===== src/rtl/pipe_ctrl_pkg.sv =====
// Shared definitions for the pipeline control unit: stall bit indices,
// stall encodings, FSM states and control-level constants.
package pipe_ctrl_pkg;

  localparam int unsigned INST_ADDR_W = 32;

  localparam logic RST_ENABLE      = 1'b1;
  localparam logic STALLREQ_ENABLE = 1'b1;
  localparam logic FLUSH_ENABLE    = 1'b1;
  localparam logic FLUSH_DISABLE   = 1'b0;

  localparam logic [INST_ADDR_W-1:0] ZERO_WORD = '0;

  // Bit positions within stall_o, {wb,mem,ex,id,if,pc}
  localparam int unsigned STALL_BIT_PC  = 0;
  localparam int unsigned STALL_BIT_IF  = 1;
  localparam int unsigned STALL_BIT_ID  = 2;
  localparam int unsigned STALL_BIT_EX  = 3;
  localparam int unsigned STALL_BIT_MEM = 4;
  localparam int unsigned STALL_BIT_WB  = 5;

  localparam logic [5:0] STALL_NONE = 6'b000000;
  localparam logic [5:0] STALL_ID   = 6'b000111;
  localparam logic [5:0] STALL_EX   = 6'b001111;
  localparam logic [5:0] STALL_MEM  = 6'b011111;

  typedef enum logic [1:0] {
    ST_RUN        = 2'b00,
    ST_STALL      = 2'b01,
    ST_FLUSH_PEND = 2'b10,
    ST_FLUSH      = 2'b11
  } state_t;

  // Deepest requesting stage wins; everything upstream of it is held.
  function automatic logic [5:0] stall_encode(input logic id, input logic ex,
                                              input logic mem);
    logic [5:0] enc;
    enc = STALL_NONE;
    if (mem == STALLREQ_ENABLE)     enc = STALL_MEM;
    else if (ex == STALLREQ_ENABLE) enc = STALL_EX;
    else if (id == STALLREQ_ENABLE) enc = STALL_ID;
    return enc;
  endfunction

endpackage


===== src/rtl/pipe_ctrl_perf.sv =====
// Performance counters for pipe_ctrl: stalled cycles and flush pulses.
// Instantiated only when PIPE_CTRL_PERF_EN is defined.
module pipe_ctrl_perf
  import pipe_ctrl_pkg::*;
(
  input  logic        clk,
  input  logic        rst,
  input  logic [5:0]  stall,
  input  logic        flush_pulse,
  output logic [31:0] stall_cycles_o,
  output logic [31:0] flush_count_o
);

  logic [31:0] stall_cycles_q;
  logic [31:0] flush_count_q;

  // Both counters wrap naturally at 2^32.
  always_ff @(posedge clk) begin
    if (rst == RST_ENABLE) begin
      stall_cycles_q <= '0;
      flush_count_q  <= '0;
    end else begin
      if (stall != STALL_NONE) stall_cycles_q <= stall_cycles_q + 32'd1;
      if (flush_pulse == FLUSH_ENABLE) flush_count_q <= flush_count_q + 32'd1;
    end
  end

  assign stall_cycles_o = (rst == RST_ENABLE) ? '0 : stall_cycles_q;
  assign flush_count_o  = (rst == RST_ENABLE) ? '0 : flush_count_q;

endmodule


===== src/rtl/pipe_ctrl.sv =====
// Pipeline control for the five-stage core: stall vector, registered flush
// with redirect PC, and sticky stall timeout. PIPE_CTRL_PERF_EN adds counters.
module pipe_ctrl
  import pipe_ctrl_pkg::*;
#(
  parameter int unsigned STALL_TIMEOUT = 1024,
  parameter int unsigned CNT_W         = 16
) (
  input  logic                   clk,
  input  logic                   rst,
  input  logic                   stallreq_id_i,
  input  logic                   stallreq_ex_i,
  input  logic                   stallreq_mem_i,
  input  logic                   flushreq_i,
  input  logic [INST_ADDR_W-1:0] flush_pc_i,
  output logic [5:0]             stall_o,
  output logic                   flush_o,
  output logic [INST_ADDR_W-1:0] new_pc_o,
  output logic                   timeout_o
`ifdef PIPE_CTRL_PERF_EN
  ,
  output logic [31:0]            stall_cycles_o,
  output logic [31:0]            flush_count_o
`endif
);

  localparam logic [CNT_W-1:0] TIMEOUT_CNT = CNT_W'(STALL_TIMEOUT);

  state_t                 state_q, state_d;
  logic [INST_ADDR_W-1:0] pc_latch_q, pc_latch_d;
  logic [INST_ADDR_W-1:0] new_pc_q;
  logic                   flush_q;
  logic                   timeout_q;
  logic [CNT_W-1:0]       cnt_q, cnt_d;
  logic [5:0]             stall_raw;
  logic                   any_req;

  assign any_req = stallreq_id_i | stallreq_ex_i | stallreq_mem_i;

  always_comb begin
    state_d    = state_q;
    pc_latch_d = pc_latch_q;
    stall_raw  = STALL_NONE;
    unique case (state_q)
      ST_RUN, ST_STALL: begin
        stall_raw = stall_encode(stallreq_id_i, stallreq_ex_i, stallreq_mem_i);
        if (flushreq_i) begin
          pc_latch_d = flush_pc_i;
          state_d    = stallreq_mem_i ? ST_FLUSH_PEND : ST_FLUSH;
        end else if (any_req) begin
          state_d = ST_STALL;
        end else begin
          state_d = ST_RUN;
        end
      end
      ST_FLUSH_PEND: begin
        // Only the outstanding memory access matters; ID/EX are about to be squashed.
        if (stallreq_mem_i) stall_raw = STALL_MEM;
        if (flushreq_i) pc_latch_d = flush_pc_i;
        if (!stallreq_mem_i) state_d = ST_FLUSH;
      end
      ST_FLUSH: state_d = ST_RUN;
      default:  state_d = ST_RUN;
    endcase
  end

  always_comb begin
    cnt_d = '0;
    if (stall_raw != STALL_NONE) begin
      cnt_d = (cnt_q == '1) ? cnt_q : cnt_q + 1'b1;
    end
  end

  always_ff @(posedge clk) begin
    if (rst == RST_ENABLE) begin
      state_q    <= ST_RUN;
      pc_latch_q <= ZERO_WORD;
      new_pc_q   <= ZERO_WORD;
      flush_q    <= FLUSH_DISABLE;
      cnt_q      <= '0;
      timeout_q  <= 1'b0;
    end else begin
      state_q    <= state_d;
      pc_latch_q <= pc_latch_d;
      flush_q    <= (state_d == ST_FLUSH) ? FLUSH_ENABLE : FLUSH_DISABLE;
      if (state_d == ST_FLUSH) new_pc_q <= pc_latch_d;
      cnt_q      <= cnt_d;
      if (cnt_d == TIMEOUT_CNT) timeout_q <= 1'b1;
    end
  end

  // Reset overrides every output in the same cycle, not only after the edge.
  assign stall_o   = (rst == RST_ENABLE) ? STALL_NONE    : stall_raw;
  assign flush_o   = (rst == RST_ENABLE) ? FLUSH_DISABLE : flush_q;
  assign new_pc_o  = (rst == RST_ENABLE) ? ZERO_WORD     : new_pc_q;
  assign timeout_o = (rst == RST_ENABLE) ? 1'b0          : timeout_q;

`ifdef PIPE_CTRL_PERF_EN
  pipe_ctrl_perf u_perf (
    .clk            (clk),
    .rst            (rst),
    .stall          (stall_o),
    .flush_pulse    (flush_o),
    .stall_cycles_o (stall_cycles_o),
    .flush_count_o  (flush_count_o)
  );
`endif

endmodule


===== config.mk =====
export PLATFORM = sky130hd
export DESIGN_NAME = pipe_ctrl
export DESIGN_NICKNAME = d
export VERILOG_FILES = /design/src/rtl/pipe_ctrl_pkg.sv /design/src/rtl/pipe_ctrl_perf.sv /design/src/rtl/pipe_ctrl.sv
export SDC_FILE = /design/constraint.sdc
export NUM_CORES = 1
export LEC_CHECK = 0
export BUFFER_PORTS_ARGS = -buffer_cell sky130_fd_sc_hd__buf_2
export CORE_ASPECT_RATIO = 1.1
export CORE_MARGIN = 1.5
export CORE_UTILIZATION = 30
export CTS_CLUSTER_DIAMETER = 40
export DETAILED_ROUTE_END_ITERATION = 10
export PLACE_DENSITY = 0.53
export RECOVER_POWER = 25
export SLEW_MARGIN = 0
export SYNTH_ARGS = -nofsm -noshare
export SYNTH_HDL_FRONTEND = slang
export SYNTH_SLANG_ARGS = --single-unit

===== constraint.sdc =====
create_clock -name clk -period 5.3 [get_ports clk]
set_input_delay 0.53 -clock clk [delete_from_list [all_inputs] [get_ports clk]]
set_output_delay 0.53 -clock clk [all_outputs]
set_load 0.02 [all_outputs]

**Word level (Yosys, flattened, before mapping)**

Cells that the tools add are included.

- $add $sub $neg: 1
- $mul: 0
- Divide/modulo/power cells: 0
- Magnitude comparators: 0
- Equal/unequal tests: 6
- Shift-type cells: 0
- Mux-type cells: 19
- Bitwise logic cells: 2
- Reductions and logical operators: 4

Operator list:

| cell | number |
|---|---|
| $mux 32 | 3 |
| $mux 16 | 2 |
| $add 16x1->16 const B | 1 |
| $eq 16x11->1 const B | 1 |
| $eq 16x16->1 const B | 1 |
| $mux 5 | 2 |
| $pmux 5 s2 | 1 |
| $eq 2x2->1 const B | 3 |
| $mux 6 | 1 |
| $pmux 2 s3 | 1 |
| $reduce_bool 6->1 | 1 |
| $mux 1 | 5 |
| $mux 2 | 2 |
| $mux 4 | 1 |
| $mux 3 | 1 |
| $reduce_or 3->1 | 1 |
| $eq 2x1->1 const B | 1 |
| $logic_not 2->1 | 1 |
| $or 1x1->1 | 2 |
| $reduce_or 2->1 | 1 |

- Flip-flop bits (word level): 84
- Bits in latches: 0
- Memory bits (writable): 0
- Memory bits (read-only): 0
- Bits of input ports: 38
- Word-level logic and storage cells: 38
- Memories kept: 0

**Longest topological paths before layout**

Gate-level depths: netlist of run 1.

- Depth after elaboration: 7
- Mapped depth: 8
- Depth with buffers taken out: 7

**Least setup slack after synthesis of run 1**

Ideal clock, no wire load.

- Kind: input to output
- From: in stallreq_id_i
- To: out stall_o[1]
- Arrival: 1.732 ns
- Data required time: 4.770 ns
- Slack: 3.038 ns
- Stages: 7
- Buffers on the path: 3
- Cell sequence: nor2_1 o21a_1 or2_2 clkbuf_1 clkbuf_1 inv_1 buf_4

- Longest elaborated chain between the ends: 5

RTL lines:

| item | line | source |
|---|---|---|
| from (decl) | pipe_ctrl.sv:11 | `input logic stallreq_id_i,` |
| $mux 3 | pipe_ctrl_pkg.sv:41 | `else if (id == STALLREQ_ENABLE) enc = STALL_ID;` |
| $mux 4 | pipe_ctrl_pkg.sv:40 | `else if (ex == STALLREQ_ENABLE) enc = STALL_EX;` |
| $mux 5 | pipe_ctrl_pkg.sv:39 | `if (mem == STALLREQ_ENABLE) enc = STALL_MEM;` |
| $pmux 5 s2 | pipe_ctrl.sv:44 | `unique case (state_q)` |
| $mux 6 | pipe_ctrl.sv:93 | `assign stall_o = (rst == RST_ENABLE) ? STALL_NONE : stall_raw;` |
| to (decl) | pipe_ctrl.sv:16 | `output logic [5:0] stall_o,` |

Every way passes these cells.

**Worst setup path after layout of run 1**

- From: in rst
- To: out new_pc_o[3]

- Longest elaborated chain between the ends: 1

RTL lines:

| item | line | source |
|---|---|---|
| from (decl) | pipe_ctrl.sv:10 | `input logic rst,` |
| $mux 32 | pipe_ctrl.sv:95 | `assign new_pc_o = (rst == RST_ENABLE) ? ZERO_WORD : new_pc_q;` |
| to (decl) | pipe_ctrl.sv:18 | `output logic [INST_ADDR_W-1:0] new_pc_o,` |

Every way passes these cells.

==> metrics.md, run 1 <==
| Metric | Value |
|---|---|
| Initial antenna violation count | `1` |
| Input/output buffers | `76` |
| Post-CTS Setup Repair Bufs | `0` |
| Number of global-route vias before repair | `2560` |
| Asr flop ratio synth | `0%` |
| Max Root-Sink Buffers | `2` |
| Die Span Y | `117 um` |
| Status | `finished with violations` |
| GRT overflow | `0` |
| Setup_tns | `0 ns` |
| 1st-iter DRT viols | `111` |
| Peak fanout along the critical path | `58` |
| # diodes | `0` |
| WP buf/inv | `3` |
| Final hold violations | `0` |
| RSZ-0062 raised after global routing | `no` |
| Hpwl dp | `4950 um` |
| Final WL | `7320 um` |
| CP Launch Type | `input pin` |
| Clock skew | `0.00609 ns` |
| Nets | `488` |
| DRC viols | `0` |
| Max H-tree Level | `3` |
| Post-DP Area | `4000 um^2` |
| Most used DFF post-synth | `dfxtp_1` |
| Req. time, crit path | `4.77 ns` |
| Final setup violation count | `0` |
| Crit Path Category | `in2out` |
| Worst Hold Slack | `0.459 ns` |
| Max stage delay on crit path | `1.67 ns` |
| Fmax | `272 MHz` |
| TritonCTS buffer count | `9` |
| Power Dens Cells | `344 nW/um^2` |
| Clk_lat worst skew | `0.33 ns` |
| Post-DRT Antenna Nets | `0` |
| Slowest-stage cell, CP | `clkbuf_1` |
| Final Non-Filler Cells | `604` |
| Final period utilization | `69.4%` |
| CP delay by family, top | `buffers and inverters` |
| Filler cells | `1175` |
| CP Cell Sequence | `clkbuf_1 > buf_4 > nor2b_1 > buf_2` |
| Max IR drop VDD | `0.000113 V` |
| Final min period | `3.68 ns` |
| Cell leakage power | `1.81 nW` |
| CP endpoint kind | `primary output` |
| Global-route usage over all layers | `12.2%` |
| CTS resizes | `0` |
| Failing checks | `max-capacitance violations, max-slew violations` |
| Cts hold-fix bufs | `0` |
| Largest net degree at the start of global routing | `65` |
| Initial Util | `30.7%` |
| # Max-Cap Violations | `1` |
| Arr. time, crit path | `3.15 ns` |
| Register bit count reported by yosys | `84` |
| Max Transition Viols Final | `59` |
| Sequential area share after synthesis | `47.6%` |
| Horiz. Die Dim | `106 um` |
| Syn Inst Count | `388` |
| Post-Syn Area | `3530 um^2` |
| Row Count | `41` |
| Library cells used by synthesis | `47` |
| FF/Latch Area | `1680 um^2` |
| Worst-path clk slew | `0.06 ns` |
| HP Class | `in2reg` |
| CORE AREA | `11500 um^2` |
| Root buffer cell | `clkbuf_16` |
| Relative slew slack | `-59.1%` |
| Num Clock Sinks | `84` |
| Mapped Avg Cell Area | `9.10 um^2` |
| Routability cong. | `0.781` |
| Die area | `12400 um^2` |
| Syn_nets | `427` |
| I/O Pins | `78` |
| Drt first pass iters | `4` |
| Tightest Pin Transition | `2.39 ns` |
| Number of flops mapped to enable cells by yosys | `0` |
| Drt wl/cell | `12.1 um` |
| Design area | `4290 um^2` |
| Layout cells sized above 1 | `23.1%` |
| CTS tree | `built` |
| Via count | `2755` |
| Cell count after placement | `588` |
| Multi-input logic area | `1720 um^2` |
| YS warnings | `0` |
| Synth-to-Final Area Change | `21.5%` |
| Vias/cell | `4.56` |
| Global-route wire length before repair | `12000 um` |
| Fin util | `37.3%` |
[cell usage in the layout (no fill, tap or decap), types with 2 or more instances in the layout]
cell type	synthesis	final
clkbuf_1	15	3
buf_4	3	2
nand2b_1	2	2
inv_1	4	4
o21a_1	2	2
nor3_1	5	5
a21oi_1	5	5
mux2i_1	35	35
xnor2_1	6	6
and3_1	2	2
clkinv_2	0	2
nor4_1	3	3
a211oi_1	34	34
and2_1	3	2
buf_2	8	75
nand3_1	5	5
clkbuf_16	0	9
nor3_2	2	2
nor2b_1	34	34
nand2_1	11	11
dfxtp_1	84	84
nor2_1	92	91
o21ai_0	3	3
xor2_1	4	4
[worst register-to-register path, stage by stage, from the launching register on]
cell and delay [ns]:
dfxtp_1 0.42, ha_1 0.32, inv_1 0.09, or3_4 0.43, o21ai_1 0.21, nand3_1 0.10
and4bb_1 0.29, a41o_1 0.16
[per-layer routing]
layer	wire, um	GRT usage, %
met3	433	3.27
met2	3220	19.8
met4	144	6.13
met1	3510	15.0
met5	12	0
[per-stage QoR]
| step | total power [mW] | setup WS (ns) |
|---|---|---|
| after floorplan | 0.825 | 3.04 |
| after global placement | 0.871 | 2.64 |
| after detailed placement | 0.875 | 2.62 |
| after CTS | 1.49 | 2.63 |
| after global routing | 1.54 | 1.31 |
| final | 1.48 | 1.62 |
[worst paths after layout]
| kind | cells after the start | slack [ns] | to | from |
|---|---|---|---|---|
| max | 4 | 1.62 | new_pc_o[3] | rst |
| min | 3 | 0.46 | pc_latch_q[5] | flush_pc_i[5] |
| max reg2reg | 7 | 3.22 | timeout_q | cnt_q[0] |
| min reg2reg | 2 | 0.49 | pc_latch_q[11] | pc_latch_q[11] |
[cell usage after synthesis (all sizes together) (5+ instances only)]
| master | number | area [um^2] |
|---|---|---|
| nand3 | 6 | 42.5 |
| nor2 | 92 | 345 |
| mux2i | 35 | 350 |
| buf | 13 | 70.1 |
| nand2 | 11 | 41.3 |
| nor2b | 34 | 213 |
| xnor2 | 6 | 52.6 |
| a21oi | 5 | 25.0 |
| a211oi | 34 | 255 |
| nor3 | 7 | 45.0 |
| dfxtp | 84 | 1680 |
| clkbuf | 15 | 56.3 |
[report_power, final]
group	internal, mW	switching (mW)
combinational	0.0693	0.100
sequential	0.671	0.0173
clock	0.377	0.241
total	1.12	0.358
[flip-flops by register name, summed over array words and instances, names as in the netlist]
| name | cells |
|---|---|
| pc_latch_q | 32 |
| timeout_q | 1 |
| cnt_q | 16 |
| flush_q | 1 |
| new_pc_q | 32 |
| state_q | 2 |
[final cells by class]
class	instances	area share (%)
clock buffer	12	5.75
timing repair buffer	78	9.19
clock inverter	4	1.14
multi-input combinational	272	40.0
inverter	4	0.350
tap	150	4.37
sequential	84	39.2
[cells by family (layout without fill, tap and decap cells)]
group / after synthesis / count (layout) / synth area share [%]
compound gates: 53 / 53 / 10.9
xor+xnor: 10 / 10 / 2.48
fa+ha+maj: 1 / 1 / 0.354
buf+inv: 32 / 98 / 4.00
flops: 84 / 84 / 47.6
mux: 36 / 36 / 10.2
other cells: 1 / 1 / 0.106
simple gates: 171 / 171 / 24.3
No activity file was read; power rests on OpenSTA's default activity.
==> run 2, diff against run 1 <==
==> constraint.sdc (replaced) <==
create_clock -name clk -period 3.76 [get_ports clk]
set_input_delay 0.376 -clock clk [delete_from_list [all_inputs] [get_ports clk]]
set_output_delay 0.376 -clock clk [all_outputs]
set_load 0.02 [all_outputs]
==> run 2 against run 1 <==
Effect of this change:
- clock skew is essentially flat
- setup slack lost 0.57 ns
- register-to-register slack lost 1.6 ns
- first-iteration DRC count grew 5.4%
- final cell count is the same
- utilization grew 0.34 points
- the run still ends with max-capacitance violations, max-slew violations left
==> metrics.md, run 2 (synthesis gave the netlist of run 1 again) <==
| Metric | Value |
|---|---|
| Status | `finished with violations (unchanged)` |
| Failing checks | `max-capacitance violations, max-slew violations (unchanged)` |
| CP Launch Type | `input pin (unchanged)` |
| Max Transition Viols Final | `37 (was 59)` |
| HP Start | `flush_pc_i[5] (unchanged)` |
| GRT overflow | `0 (unchanged)` |
| Root buffer cell | `clkbuf_16 (unchanged)` |
| Initial Util | `30.7% (unchanged)` |
| Fmax | `369 MHz` |
| Crit Path Category | `in2out (unchanged)` |
| Max H-tree Level | `3 (unchanged)` |
| Hpwl dp | `4950 um (about the same)` |
| Worst R2R Start | `state_q[1] (was cnt_q[0])` |
| Peak fanout along the critical path | `37 (was 58)` |
| Layout cells sized above 1 | `20.9% (was 23.1%)` |
| Sequential power share | `44.2% (was 46.6%)` |
| Setup_tns | `0 ns (unchanged)` |
| Drt first pass iters | `4 (unchanged)` |
| Filler cells | `1187 (was 1175)` |
| HP Class | `in2reg (unchanged)` |
| Horiz. Die Dim | `106 um (unchanged)` |
| 1st-iter DRT viols | `117 (was 111)` |
| Commonest non-fill, non-tap cell in the layout | `nor2_1 (unchanged)` |
| TritonCTS buffer count | `9 (unchanged)` |
| Number of global-route vias before repair | `2441 (was 2560)` |
| Part of the power in combinational logic | `11.1% (was 11.5%)` |
| Worst-path clk slew | `0.06 ns (about the same)` |
| Row Count | `41 (unchanged)` |
| Max Root-Sink Buffers | `2 (unchanged)` |
| Power Total | `2.19 mW (was 1.48 mW)` |
| Sw Ratio | `23.5% (was 24.3%)` |
| Drt wl/cell | `12.3 um (was 12.1 um)` |
| Die area | `12400 um^2 (unchanged)` |
| Biggest regs | `new_pc_q x32, pc_latch_q x32, cnt_q x16 (unchanged)` |
| Final hold violations | `0 (unchanged)` |
| Most frequent cells in the layout | `nor2_1 (91), dfxtp_1 (84), buf_2 (63) (was nor2_1 (91), dfxtp_1 (84), buf_2 (75))` |
| Global-route wire length before repair | `11900 um (was 12000 um)` |
| Post-DRT Antenna Nets | `0 (unchanged)` |
| Vias/cell | `4.56 (unchanged)` |
| Cell leakage power | `1.79 nW (was 1.81 nW)` |
| Psw | `0.514 mW (was 0.358 mW)` |
| DRC viols | `0 (unchanged)` |
| Worst setup path startpoint | `rst (unchanged)` |
| Routability cong. | `0.810 (was 0.781)` |
| CP endpoint kind | `primary output (unchanged)` |
| CTS tree | `built (unchanged)` |
| Final setup violation count | `0 (unchanged)` |
| Global-route usage over all layers | `12.2% (about the same)` |
| Cts hold-fix bufs | `0 (unchanged)` |
| Multi-input logic area | `1720 um^2 (unchanged)` |
| CORE AREA | `11500 um^2 (unchanged)` |
| Nets | `488 (unchanged)` |
| Input/output buffers | `76 (unchanged)` |
| Post-CTS Setup Repair Bufs | `0 (unchanged)` |
| RSZ-0062 raised after global routing | `no (unchanged)` |
| Final min period | `2.71 ns` |
| Final period utilization | `72.1%` |
| Num Clock Sinks | `84 (unchanged)` |
| Synth-to-Final Area Change | `22.6% (was 21.5%)` |
| Clk_lat worst skew | `0.34 ns (was 0.33 ns)` |
| Die Span Y | `117 um (unchanged)` |
| Final WL | `7450 um (was 7320 um)` |
| Arr. time, crit path | `2.33 ns (was 3.15 ns)` |
| # Max-Cap Violations | `1 (unchanged)` |
| Largest net degree at the start of global routing | `69 (was 65)` |
| # diodes | `0 (unchanged)` |
| Cell Int Power | `1.68 mW (was 1.12 mW)` |
| Via count | `2755 (unchanged)` |
| CTS resizes | `0 (unchanged)` |
| FF-to-FF path depth | `5 (was 7)` |
| FF/Latch Area | `1680 um^2 (unchanged)` |
| Hold path cells | `3 (unchanged)` |
| Initial antenna violation count | `0 (was 1)` |
| I/O Pins | `78 (unchanged)` |
| Max IR drop VDD | `0.000163 V (was 0.000113 V)` |
| Clock Power Share | `44.7% (was 41.9%)` |
| Tightest Pin Transition | `1.63 ns (was 2.39 ns)` |
| Clock skew | `0.00571 ns (was 0.00609 ns)` |
| Req. time, crit path | `3.38 ns (was 4.77 ns)` |
| Relative slew slack | `-8.38% (was -59.1%)` |
| Power Dens Cells | `506 nW/um^2 (was 344 nW/um^2)` |
==> run 2: changes by cell type in the layout (fill, tap and decap cells not counted), sizes merged <==
| cell | delta |
|---|---|
| clkbuf | +12 |
| clkinv | -1 |
| bufinv | +1 |
| buf | -12 |
==> run 2: worst max-delay path: stages <==
cell      delay, ns
clkbuf_1       1.15
or2_2          0.51
inv_1          0.10
buf_2          0.17
==> run 2: final timing paths <==
| path | endpoint | slack [ns] |
|---|---|---|
| worst min register to register | pc_latch_q[5] | 0.49 |
| worst max register to register | new_pc_q[16] | 1.59 |
| worst max-delay path | stall_o[1] | 1.05 |
| worst min-delay path | pc_latch_q[5] | 0.30 |
==> run 2: area by class of cell <==
class	instances	share of cell area, %
Inverter	4	0.347
Sequential cell	84	38.8
Clock buffer	12	6.16
Clock inverter	4	1.62
Tap cell	150	4.34
Timing Repair Buffer	78	9.05
Multi-Input combinational cell	272	39.7
==> run 2: power groups by stage <==
stage	registers (mW)	clock network [mW]	logic (mW)
finish	0.969	0.981	0.243
floorplan	0.983	0	0.180
global route	0.976	1.04	0.273
detailed placement	0.988	0	0.247
global placement	0.987	0	0.243
CTS	0.969	1.00	0.248
==> run 2: stage by stage <==
stage / instances / hold slack [ns] / setup WS [ns] / utilization (%) / cell area (um^2)
4_1_cts: 604 / 0.296 / 1.59 / 37.8 / 4350
3_3_place_gp: 588 / 0.468 / 1.64 / 34.9 / 4010
6_report: 604 / 0.299 / 1.05 / 37.7 / 4330
3_5_place_dp: 588 / 0.478 / 1.58 / 34.9 / 4010
5_1_grt: 604 / 0.309 / 0.848 / 37.7 / 4330
2_1_floorplan: 388 / 0.455 / 1.75 / - / 3530
==> run 2: layer usage <==
layer / vias to the layer above / global-route usage [%] / routed length, um / share of wire (%)
li1: 1454 / - / - / -
met1: 1226 / 16.8 / 3890 / 52
met2: 64 / 17.7 / 3010 / 40
met3: 11 / 3.54 / 422 / 5.7
met4: 0 / 5.60 / 131 / 1.8
met5: - / 0 / 0 / 0
